`config.mk`:
```
export PLATFORM = sky130hd
export DESIGN_NAME = pport_pc
export DESIGN_NICKNAME = d
export VERILOG_FILES = /design/src/rtl/pport_pc_pkg.sv /design/src/rtl/pport_sync.sv /design/src/rtl/pport_pc.sv
export SDC_FILE = /design/constraint.sdc
export NUM_CORES = 1
export LEC_CHECK = 0
export CAP_MARGIN = 20
export CORE_MARGIN = 2
export CORE_UTILIZATION = 54
export CTS_CLUSTER_DIAMETER = 200
export DETAILED_ROUTE_END_ITERATION = 10
export HOLD_SLACK_MARGIN = 0.1
export PLACE_DENSITY = 0.85
export SYNTH_ARGS = -nofsm -noshare
export SYNTH_HDL_FRONTEND = slang
export SYNTH_SLANG_ARGS = --single-unit
```
`constraint.sdc`:
```
create_clock -name cp2 -period 4 [get_ports cp2]
set_input_delay 0.8 -clock cp2 [delete_from_list [all_inputs] [get_ports cp2]]
set_output_delay 0.8 -clock cp2 [all_outputs]
set_load 0.005 [all_outputs]
```
`src/rtl/pport_pc_pkg.sv`:
```
// Shared constants for the pin-change parallel port: edge-mode encodings,
// PCCR bit positions and the implemented-pin mask helper.
package pport_pc_pkg;

  localparam logic [1:0] c_em_any  = 2'b00;
  localparam logic [1:0] c_em_rise = 2'b01;
  localparam logic [1:0] c_em_fall = 2'b10;

  localparam int c_pcie_bit  = 0;
  localparam int c_emode_lsb = 1;
  localparam int c_pcif_bit  = 7;

  // Ones in the low 'width' bit positions; bits above the pin count read 0.
  function automatic logic [7:0] impl_mask(input int width);
    logic [7:0] m;
    m = '0;
    for (int i = 0; i < 8; i++) begin
      if (i < width) m[i] = 1'b1;
    end
    return m;
  endfunction

endpackage

```
`src/rtl/pport_sync.sv`:
```
// Multi-stage input synchroniser for the asynchronous pin inputs.
module pport_sync #(
  parameter int port_width  = 8,
  parameter int sync_stages = 2
) (
  input  logic                  cp2,
  input  logic                  ireset,
  input  logic [port_width-1:0] d,
  output logic [port_width-1:0] q
);

  logic [port_width-1:0] stage [sync_stages];

  always_ff @(posedge cp2 or negedge ireset) begin
    if (!ireset) begin
      for (int i = 0; i < sync_stages; i++) stage[i] <= '0;
    end else begin
      stage[0] <= d;
      for (int i = 1; i < sync_stages; i++) stage[i] <= stage[i-1];
    end
  end

  assign q = stage[sync_stages-1];

endmodule

```
`src/rtl/pport_pc.sv`:
```
// AVR-style parallel port with PINX-write toggle and a maskable pin-change
// interrupt (edge mode, sticky PCIF, irq/irqack handshake).
module pport_pc
  import pport_pc_pkg::*;
#(
  parameter logic [5:0] portx_adr   = 6'd0,
  parameter logic [5:0] ddrx_adr    = 6'd1,
  parameter logic [5:0] pinx_adr    = 6'd2,
  parameter logic [5:0] pcmsk_adr   = 6'd3,
  parameter logic [5:0] pccr_adr    = 6'd4,
  parameter int         port_width  = 8,
  parameter int         sync_stages = 2
) (
  input  logic                  cp2,
  input  logic                  ireset,
  input  logic [5:0]            adr,
  input  logic [7:0]            dbus_in,
  output logic [7:0]            dbus_out,
  input  logic                  iore,
  input  logic                  iowe,
  output logic                  io_out_en,
  output logic [port_width-1:0] portx,
  output logic [port_width-1:0] ddrx,
  input  logic [port_width-1:0] pinx,
  output logic [port_width-1:0] resync_out,
  output logic                  irq,
  input  logic                  irqack
);

  localparam logic [7:0] c_mask    = impl_mask(port_width);
  localparam logic [2:0] c_arm_max = 3'(sync_stages + 1);

  logic [7:0]            portx_r, ddrx_r, pcmsk_r;
  logic                  pcie_r, pcif_r;
  logic [1:0]            emode_r;
  logic [port_width-1:0] prev_r;
  logic [2:0]            arm_cnt;

  logic sel_port, sel_ddr, sel_pin, sel_msk, sel_pccr;
  logic wr_port, wr_ddr, wr_pin, wr_msk, wr_pccr;
  logic [port_width-1:0] edg, evt;
  logic armed, pc_set;
  logic [7:0] rs8, pccr_rd, rd;

  pport_sync #(
    .port_width (port_width),
    .sync_stages(sync_stages)
  ) u_sync (
    .cp2   (cp2),
    .ireset(ireset),
    .d     (pinx),
    .q     (resync_out)
  );

  assign sel_port  = (adr == portx_adr);
  assign sel_ddr   = (adr == ddrx_adr);
  assign sel_pin   = (adr == pinx_adr);
  assign sel_msk   = (adr == pcmsk_adr);
  assign sel_pccr  = (adr == pccr_adr);
  assign io_out_en = iore & (sel_port | sel_ddr | sel_pin | sel_msk | sel_pccr);

  assign wr_port = iowe & sel_port;
  assign wr_ddr  = iowe & sel_ddr;
  assign wr_pin  = iowe & sel_pin;
  assign wr_msk  = iowe & sel_msk;
  assign wr_pccr = iowe & sel_pccr;

  always_comb begin
    case (emode_r)
      c_em_rise: edg = ~prev_r & resync_out;
      c_em_fall: edg = prev_r & ~resync_out;
      default:   edg = prev_r ^ resync_out;
    endcase
  end

  // Detection stays off until the synchroniser has flushed post-reset values.
  assign evt    = edg & pcmsk_r[port_width-1:0];
  assign armed  = (arm_cnt == c_arm_max);
  assign pc_set = armed & (|evt);

  always_ff @(posedge cp2 or negedge ireset) begin
    if (!ireset) begin
      portx_r <= '0;
      ddrx_r  <= '0;
      pcmsk_r <= '0;
      pcie_r  <= 1'b0;
      emode_r <= c_em_any;
      pcif_r  <= 1'b0;
      prev_r  <= '0;
      arm_cnt <= '0;
    end else begin
      if (wr_port)     portx_r <= dbus_in & c_mask;
      else if (wr_pin) portx_r <= portx_r ^ (dbus_in & c_mask);
      if (wr_ddr)      ddrx_r  <= dbus_in & c_mask;
      if (wr_msk)      pcmsk_r <= dbus_in & c_mask;
      if (wr_pccr) begin
        pcie_r  <= dbus_in[c_pcie_bit];
        emode_r <= dbus_in[c_emode_lsb +: 2];
      end
      // A fresh event wins over acknowledge and software clear.
      if (pc_set)
        pcif_r <= 1'b1;
      else if (irqack | (wr_pccr & dbus_in[c_pcif_bit]))
        pcif_r <= 1'b0;
      prev_r <= resync_out;
      if (!armed) arm_cnt <= arm_cnt + 3'd1;
    end
  end

  always_comb begin
    rs8 = '0;
    rs8[port_width-1:0] = resync_out;
    pccr_rd = '0;
    pccr_rd[c_pcie_bit] = pcie_r;
    pccr_rd[c_emode_lsb +: 2] = emode_r;
    pccr_rd[c_pcif_bit] = pcif_r;
  end

  always_comb begin
    rd = '0;
    if (sel_port)      rd = portx_r;
    else if (sel_ddr)  rd = ddrx_r;
    else if (sel_pin)  rd = rs8;
    else if (sel_msk)  rd = pcmsk_r;
    else if (sel_pccr) rd = pccr_rd;
  end

  assign dbus_out = io_out_en ? rd : 8'h00;

  // irq is a level held until the controller answers with a one-cycle irqack;
  // the ack clears PCIF on that edge unless a new event lands in the same cycle.
  assign irq   = pcif_r & pcie_r;
  assign portx = portx_r[port_width-1:0];
  assign ddrx  = ddrx_r[port_width-1:0];

endmodule
```
==> flow_summary.json, run 1 <==
{
  "final_util_pct": 72.7,
  "clock-root-buffer": "clkbuf_8",
  "htree_levels": 2,
  "ios": 61,
  "power_uw": 1280,
  "critPathSlowestCell": "clkdlybuf4s50_1",
  "reg2reg_to": "pcif_r$_DFFE_PN0P_",
  "r2r-start": "emode_r[0]$_DFFE_PN0N_",
  "grt_start_max_net_pins": 49,
  "route.antenna.remaining_nets": 0,
  "die_h_um": 75.1,
  "tightest_slew_ns": 0.718,
  "core_sq_um": 4790,
  "clk_path_buf_depth": 2,
  "synth_top_area_share_pct": 50.4,
  "drc_errors": 0,
  "finalWeightedCongestion": 0.852,
  "synth_area_leaders": "dfrtp_1 50%, ha_1 9.2%, mux2_2 6.6%",
  "hold_violations": 0,
  "post-place-ws_ns": 0.258,
  "power.switching_uw": 352,
  "grt_usage_pct": 23.2,
  "syn_inst": 243,
  "setup_viol": 0,
  "cts_resized": 0,
  "holdPathEnd": "u_sync.q[4]$_DFF_PN0_",
  "clock_latency_ns": 0.32,
  "via_per_inst": 5.51,
  "hold-path-cell-count": 0,
  "ys_warn_count": 0,
  "irDropWorstVdd_mv": 0.268,
  "ys_seq_elements": 55,
  "synthFlopType": "dfrtp_1",
  "cts_sinks": 55,
  "drtIter0Drc": 167,
  "p_leak_uw": 0.00155,
  "sequentialPowerShare_pct": 52.8,
  "initial_utilization_pct": 57.1,
  "async_flop_share_pct": 100,
  "cp_top_family": "simple AND/OR/NAND/NOR gates",
  "drive_gt1_share_pct": 11.9,
  "max_freq_mhz": 265,
  "area_delta_synth_final_pct": 27.4,
  "fin_hold_ws_ns": 0.354,
  "critical_path.startpoint_type": "input port",
  "p_per_area_nw_per_um2": 367,
  "crit_buf_inv": 2,
  "pwr-share-clk_pct": 25.4,
  "crit_path_end_kind": "primary output",
  "holdCritStartpoint": "u_sync.stage[12]$_DFF_PN0_",
  "first_pass_iters": 4,
  "die_w_um": 75.1,
  "cts_hold_buf": 0,
  "fin_setup_tns_ns": 0,
  "crit_type": "in -> out",
  "maxCapViolations": 0,
  "syn_area_sq_um": 2730,
  "period_share_pct": 94.2,
  "synth_area_per_cell_sq_um": 11.2,
  "final_cell_mix": "59 x clkdlybuf4s50_1, 55 x dfrtp_1, 27 x inv_1",
  "yosys.area.top_type": "dfrtp_1",
  "share_comb_of_total_power_pct": 21.8,
  "layout_commonest_cell": "clkdlybuf4s50_1",
  "grt_first_pass_wirelength_um": 9690,
  "cts_tree": "yes",
  "grt_pass1_vias": 1966,
  "routedWlPerCell_um": 16.2,
  "hpwl_um": 4500,
  "num_vias": 2034,
  "worst_slack_ns": 0.232,
  "rows": 25,
  "io_buffers": 60,
  "slew_headroom_pct": 51.9,
  "status": "completed",
  "reg2reg_depth": 6,
  "dieArea_sq_um": 5640,
  "hp-class": "reg -> reg",
  "antenna_cells": 0,
  "synth_nets": 290,
  "critPathArrivalTime_ns": 2.97,
  "synth_edf_count": 0,
  "p_int_uw": 926,
  "antenna_found_initial": 0,
  "ys_seq_area_share_pct": 50.4,
  "critPathMaxStageDelay_ns": 0.53,
  "cp_data_required_time_ns": 3.20,
  "cp_num_cells": 6,
  "ys_types": 37,
  "min_period_ns": 3.77,
  "routed_wl_um": 5960,
  "path_cells": "clkdlybuf4s50_1, nor3_1, nand2_1, a21o_1, nor3_1, clkdlybuf4s50_1",
  "nets": 348,
  "fin_skew_ns": 0.0106,
  "rsz0062_at_grt": "no",
  "maxSlewViolCount": 0,
  "crit_fanout": 7,
  "cts_buffers": 5,
  "overflow": 0,
  "path_clk_slew_ns": 0.09,
  "p_sw_share_pct": 27.5,
  "cts_setup_buffers": 0,
  "r2r_slack_ns": 2.15
}
## worst max path at each step
stage | from | to
2_1_floorplan | adr[0] | dbus_out[3]
5_1_grt | adr[3] | dbus_out[0]
4_1_cts | adr[3] | dbus_out[0]
6_report | adr[3] | dbus_out[0]
3_5_place_dp | adr[3] | dbus_out[0]
3_3_place_gp | adr[3] | dbus_out[0]
## power groups by stage
| stage | clock network, uW | logic [uW] | registers, uW |
|---|---|---|---|
| 3_3_place_gp | 0 | 270 | 682 |
| 5_1_grt | 348 | 310 | 684 |
| 6_report | 324 | 279 | 675 |
| 4_1_cts | 330 | 279 | 674 |
| 2_1_floorplan | 0 | 128 | 672 |
| 3_5_place_dp | 0 | 278 | 684 |
## logic make-up after synthesis
family	after synthesis	share of synthesized area (%)
AO/OA/AOI/OAI	38	9.80
XOR/XNOR	9	2.89
adder cells (fa/ha/maj)	20	9.16
buffers and inverters	42	6.87
flip-flops	55	50.4
multiplexers	22	9.76
AND/OR/NAND/NOR	57	11.1
## routing by layer
metal	part of all wire, %	up-vias	routed length (um)	track usage, %
li1	-	941	-	-
met1	42	999	2490	32.5
met2	51	86	3020	37.4
met3	6.3	8	378	4.69
met4	1.2	0	70	5.75
met5	0	-	0	0
## state kept, by name, summed over array words and instances (netlist names)
register      count
arm_cnt           3
ddrx              8
emode_r           2
pcie_r            1
pcif_r            1
pcmsk_r           8
portx             8
prev_r            8
u_sync.q          8
u_sync.stage      8
## cell type report
type,instances,area [sq um]
repair buffers,66,653
inverters,27,101
fillers,342,1310
clock buffers,6,82.6
well taps,67,83.8
flip-flops and latches,55,1380
multi-input cells,146,1170
clock inverters,2,16.3
## synth_stat cells (2+ instances only)
| library cell | number |
|---|---|
| a21oi_1 | 3 |
| a22o_1 | 6 |
| a22oi_1 | 3 |
| buf_4 | 8 |
| clkbuf_1 | 7 |
| dfrtp_1 | 55 |
| ha_1 | 20 |
| inv_1 | 27 |
| mux2_2 | 16 |
| mux2i_1 | 3 |
| mux4_2 | 2 |
| nand2_1 | 24 |
| nand2b_1 | 6 |
| nand3_1 | 3 |
| nor2_1 | 4 |
| nor2b_1 | 4 |
| nor3_1 | 8 |
| o211ai_1 | 4 |
| o21ai_0 | 10 |
| o221ai_1 | 4 |
| o22ai_1 | 3 |
| xor2_1 | 8 |
## worst register-to-register path, delay by kind of cell, from the launching register on
family / cells / cell delay, ns
flip-flops: 1 / 0.41
AO/OA/AOI/OAI: 3 / 0.69
adder cells (fa/ha/maj): 1 / 0.30
AND/OR/NAND/NOR: 1 / 0.26
buffers and inverters: 1 / 0.06
## per-stage QoR
| step | cells | instance area, sq um |
|---|---|---|
| after floorplan | 243 | 2730 |
| after global placement | 360 | 3360 |
| after detailed placement | 360 | 3360 |
| after CTS | 368 | 3460 |
| after global routing | 369 | 3480 |
| final | 369 | 3480 |
(Power assumes the default switching activity.)
==> inputs of run 2 (changes only) <==
ABC_AREA = 1   (was default)
CORE_UTILIZATION = 55   (was 54)
PLACE_DENSITY = 0.84   (was 0.85)
==> flow_summary.json, run 2 <==
{
  "path_clk_slew_ns": 0.10,
  "cpMostUsedCell": "clkdlybuf4s50_1",
  "period_share_pct": 92.2,
  "drc_errors": 0,
  "critPathArrivalTime_ns": 2.89,
  "area_delta_synth_final_pct": 22.6,
  "fill_cells": 429,
  "ys_seq_elements": 55,
  "die_h_um": 79.4,
  "syn_inst": 382,
  "io_buffers": 60,
  "drive_gt1_share_pct": 7.36,
  "core_sq_um": 5510,
  "cp_num_cells": 10,
  "grt_first_pass_wirelength_um": 11200,
  "antenna_found_initial": 0,
  "rsz0062_at_grt": "no",
  "grt_usage_pct": 23.0,
  "critPathSlowestCell": "clkdlybuf4s50_1",
  "async_flop_share_pct": 100,
  "irDropWorstVdd_mv": 0.246,
  "rows": 27,
  "cts_tree": "yes",
  "routedWlPerCell_um": 13.5,
  "status": "completed",
  "die_w_um": 79.4,
  "layout_commonest_cell": "nand2_1",
  "maxCapViolations": 0,
  "r2r_slack_ns": 2.52,
  "ys_seq_area_share_pct": 44.0,
  "htree_levels": 2,
  "ys_types": 30,
  "top_usage_layer": "met2",
  "first_pass_iters": 4,
  "cp_data_required_time_ns": 3.20,
  "cts_hold_buf": 0,
  "dpl.cell_count": 499,
  "finalNonFillerCells": 507,
  "antenna_cells": 0,
  "cts_setup_buffers": 0,
  "grt_start_max_net_pins": 34,
  "post-place-ws_ns": 0.344,
  "fin_setup_tns_ns": 0,
  "met2_usage_pct": 38.0,
  "clock_latency_ns": 0.31,
  "crit_fanout": 10,
  "clock-root-buffer": "clkbuf_8",
  "cts_resized": 0,
  "hold-path-cell-count": 0,
  "crit_type": "in -> out",
  "cts_sinks": 55,
  "cts_buffers": 5,
  "crit_path_end_kind": "primary output",
  "met3_usage_pct": 4.75,
  "worst_slack_ns": 0.312,
  "initial_utilization_pct": 56.8,
  "synth_nets": 429,
  "via_per_inst": 5.22,
  "overflow": 0,
  "max_freq_mhz": 271,
  "clk_path_buf_depth": 2,
  "hpwl_um": 5150,
  "p_per_area_nw_per_um2": 362,
  "synth_area_per_cell_sq_um": 8.18,
  "fin_skew_ns": 0.00724,
  "syn_area_sq_um": 3130,
  "ys_warn_count": 0,
  "min_period_ns": 3.69,
  "holdCritStartpoint": "u_sync.stage[9]$_DFF_PN0_",
  "synth_top_area_share_pct": 44.0,
  "synthTopCellsByCount": "99 x nand2_1, 55 x dfrtp_1, 50 x inv_1, 28 x nor2_1, 23 x o21ai_1",
  "synth_edf_count": 0,
  "grt_pass1_vias": 2495,
  "met1_usage_pct": 29.3,
  "tightest_slew_ns": 0.552,
  "maxSlewViolCount": 0,
  "finalWeightedCongestion": 0.886,
  "reg2reg_depth": 10,
  "yosys.area.top_type": "dfrtp_1",
  "hold_violations": 0,
  "synthFlopType": "dfrtp_1",
  "yosysMostFrequentCell": "nand2_1",
  "synth_area_leaders": "dfrtp_1 44%, nand2_1 12%, ha_1 8.0%",
  "final_cell_mix": "99 x nand2_1, 59 x clkdlybuf4s50_1, 55 x dfrtp_1",
  "critical_path.startpoint_type": "input port",
  "num_vias": 2648,
  "slew_headroom_pct": 63.2,
  "ios": 61,
  "drtIter0Drc": 134,
  "path_cells": "clkdlybuf4s50_1, inv_2, nor2_2, nand3_4, nand3_2, nand2_2, clkinv_4, nand2_1, nor2_1, clkdlybuf4s50_1",
  "critPathMaxStageDelay_ns": 0.67,
  "r2r-start": "emode_r[0]$_DFFE_PN0N_",
  "crit_buf_inv": 4,
  "hp-class": "reg -> reg",
  "setup_viol": 0,
  "nets": 481,
  "routed_wl_um": 6840,
  "p_leak_uw": 0.00190,
  "cp_top_family": "buffers and inverters",
  "dieArea_sq_um": 6300,
  "route.antenna.remaining_nets": 0,
  "holdPathEnd": "u_sync.q[1]$_DFF_PN0_",
  "reg2reg_to": "pcif_r$_DFFE_PN0P_"
}
run 2: cell types whose count changed after synthesis, sizes merged, moves of 7 or more:
cell,before,now
mux2,17,1
nand2,24,103
or2,1,8
buf,8,15
nand4,1,13
o21ai,10,39
inv,27,53
nor2,4,35
nor3,8,0
nand3,3,21
run 2: layout make-up:
class | count | area (sq um) | share of cell area, %
Clock inverter | 3 | 46.3 | 1.21
Inverter | 54 | 208 | 5.42
Multi-Input combinational cell | 256 | 1430 | 37.4
Clock buffer | 5 | 68.8 | 1.80
Sequential cell | 55 | 1380 | 35.9
Timing Repair Buffer | 62 | 611 | 15.9
Tap cell | 72 | 90.1 | 2.35
run 2: metal layers:
metal  vias up  part of all wire [%]
met5         -                     0
met4         0                   2.3
met3        14                   5.1
met2        75                    49
met1      1256                    43
li1       1303                     -
run 2: through the flow:
stage / utilization (%) / hold WS, ns / area, sq um / power, uW
finish: 69.6 / 0.360 / 3830 / 1390
global route: 69.6 / 0.374 / 3830 / 1460
CTS: 69.6 / 0.361 / 3830 / 1390
detailed placement: 67.5 / 0.336 / 3720 / 1020
global placement: 67.5 / 0.333 / 3720 / 1010
floorplan: - / 0.331 / 3130 / 846
run 2: cell families (layout without fill, tap and decap cells):
logic type / Yosys count / after routing / share of synthesized area, %
flip-flops: 55 / 55 / 44.0
AO/OA/AOI/OAI: 45 / 45 / 7.45
AND/OR/NAND/NOR: 181 / 181 / 27.5
adder cells (fa/ha/maj): 20 / 20 / 8.01
multiplexers: 1 / 1 / 0.360
XOR/XNOR: 9 / 9 / 2.52
buffers and inverters: 71 / 124 / 10.1
run 2: worst max-delay path by stage:
stage	start	endpoint	slack, ns
final	adr[0]	dbus_out[4]	0.31
after global routing	adr[0]	dbus_out[4]	0.20
after CTS	adr[0]	dbus_out[4]	0.33
after detailed placement	adr[0]	dbus_out[4]	0.34
after global placement	adr[0]	dbus_out[4]	0.43
after floorplan	adr[3]	dbus_out[4]	1.53
run 2: power by group:
part           internal (uW)  total (uW)  leakage [uW]  switching, uW
Combinational            172         322       0.00119            150
Sequential               623         690      0.000658           66.5
Clock                    189         374     0.0000548            186
Total                    984        1390       0.00190            402
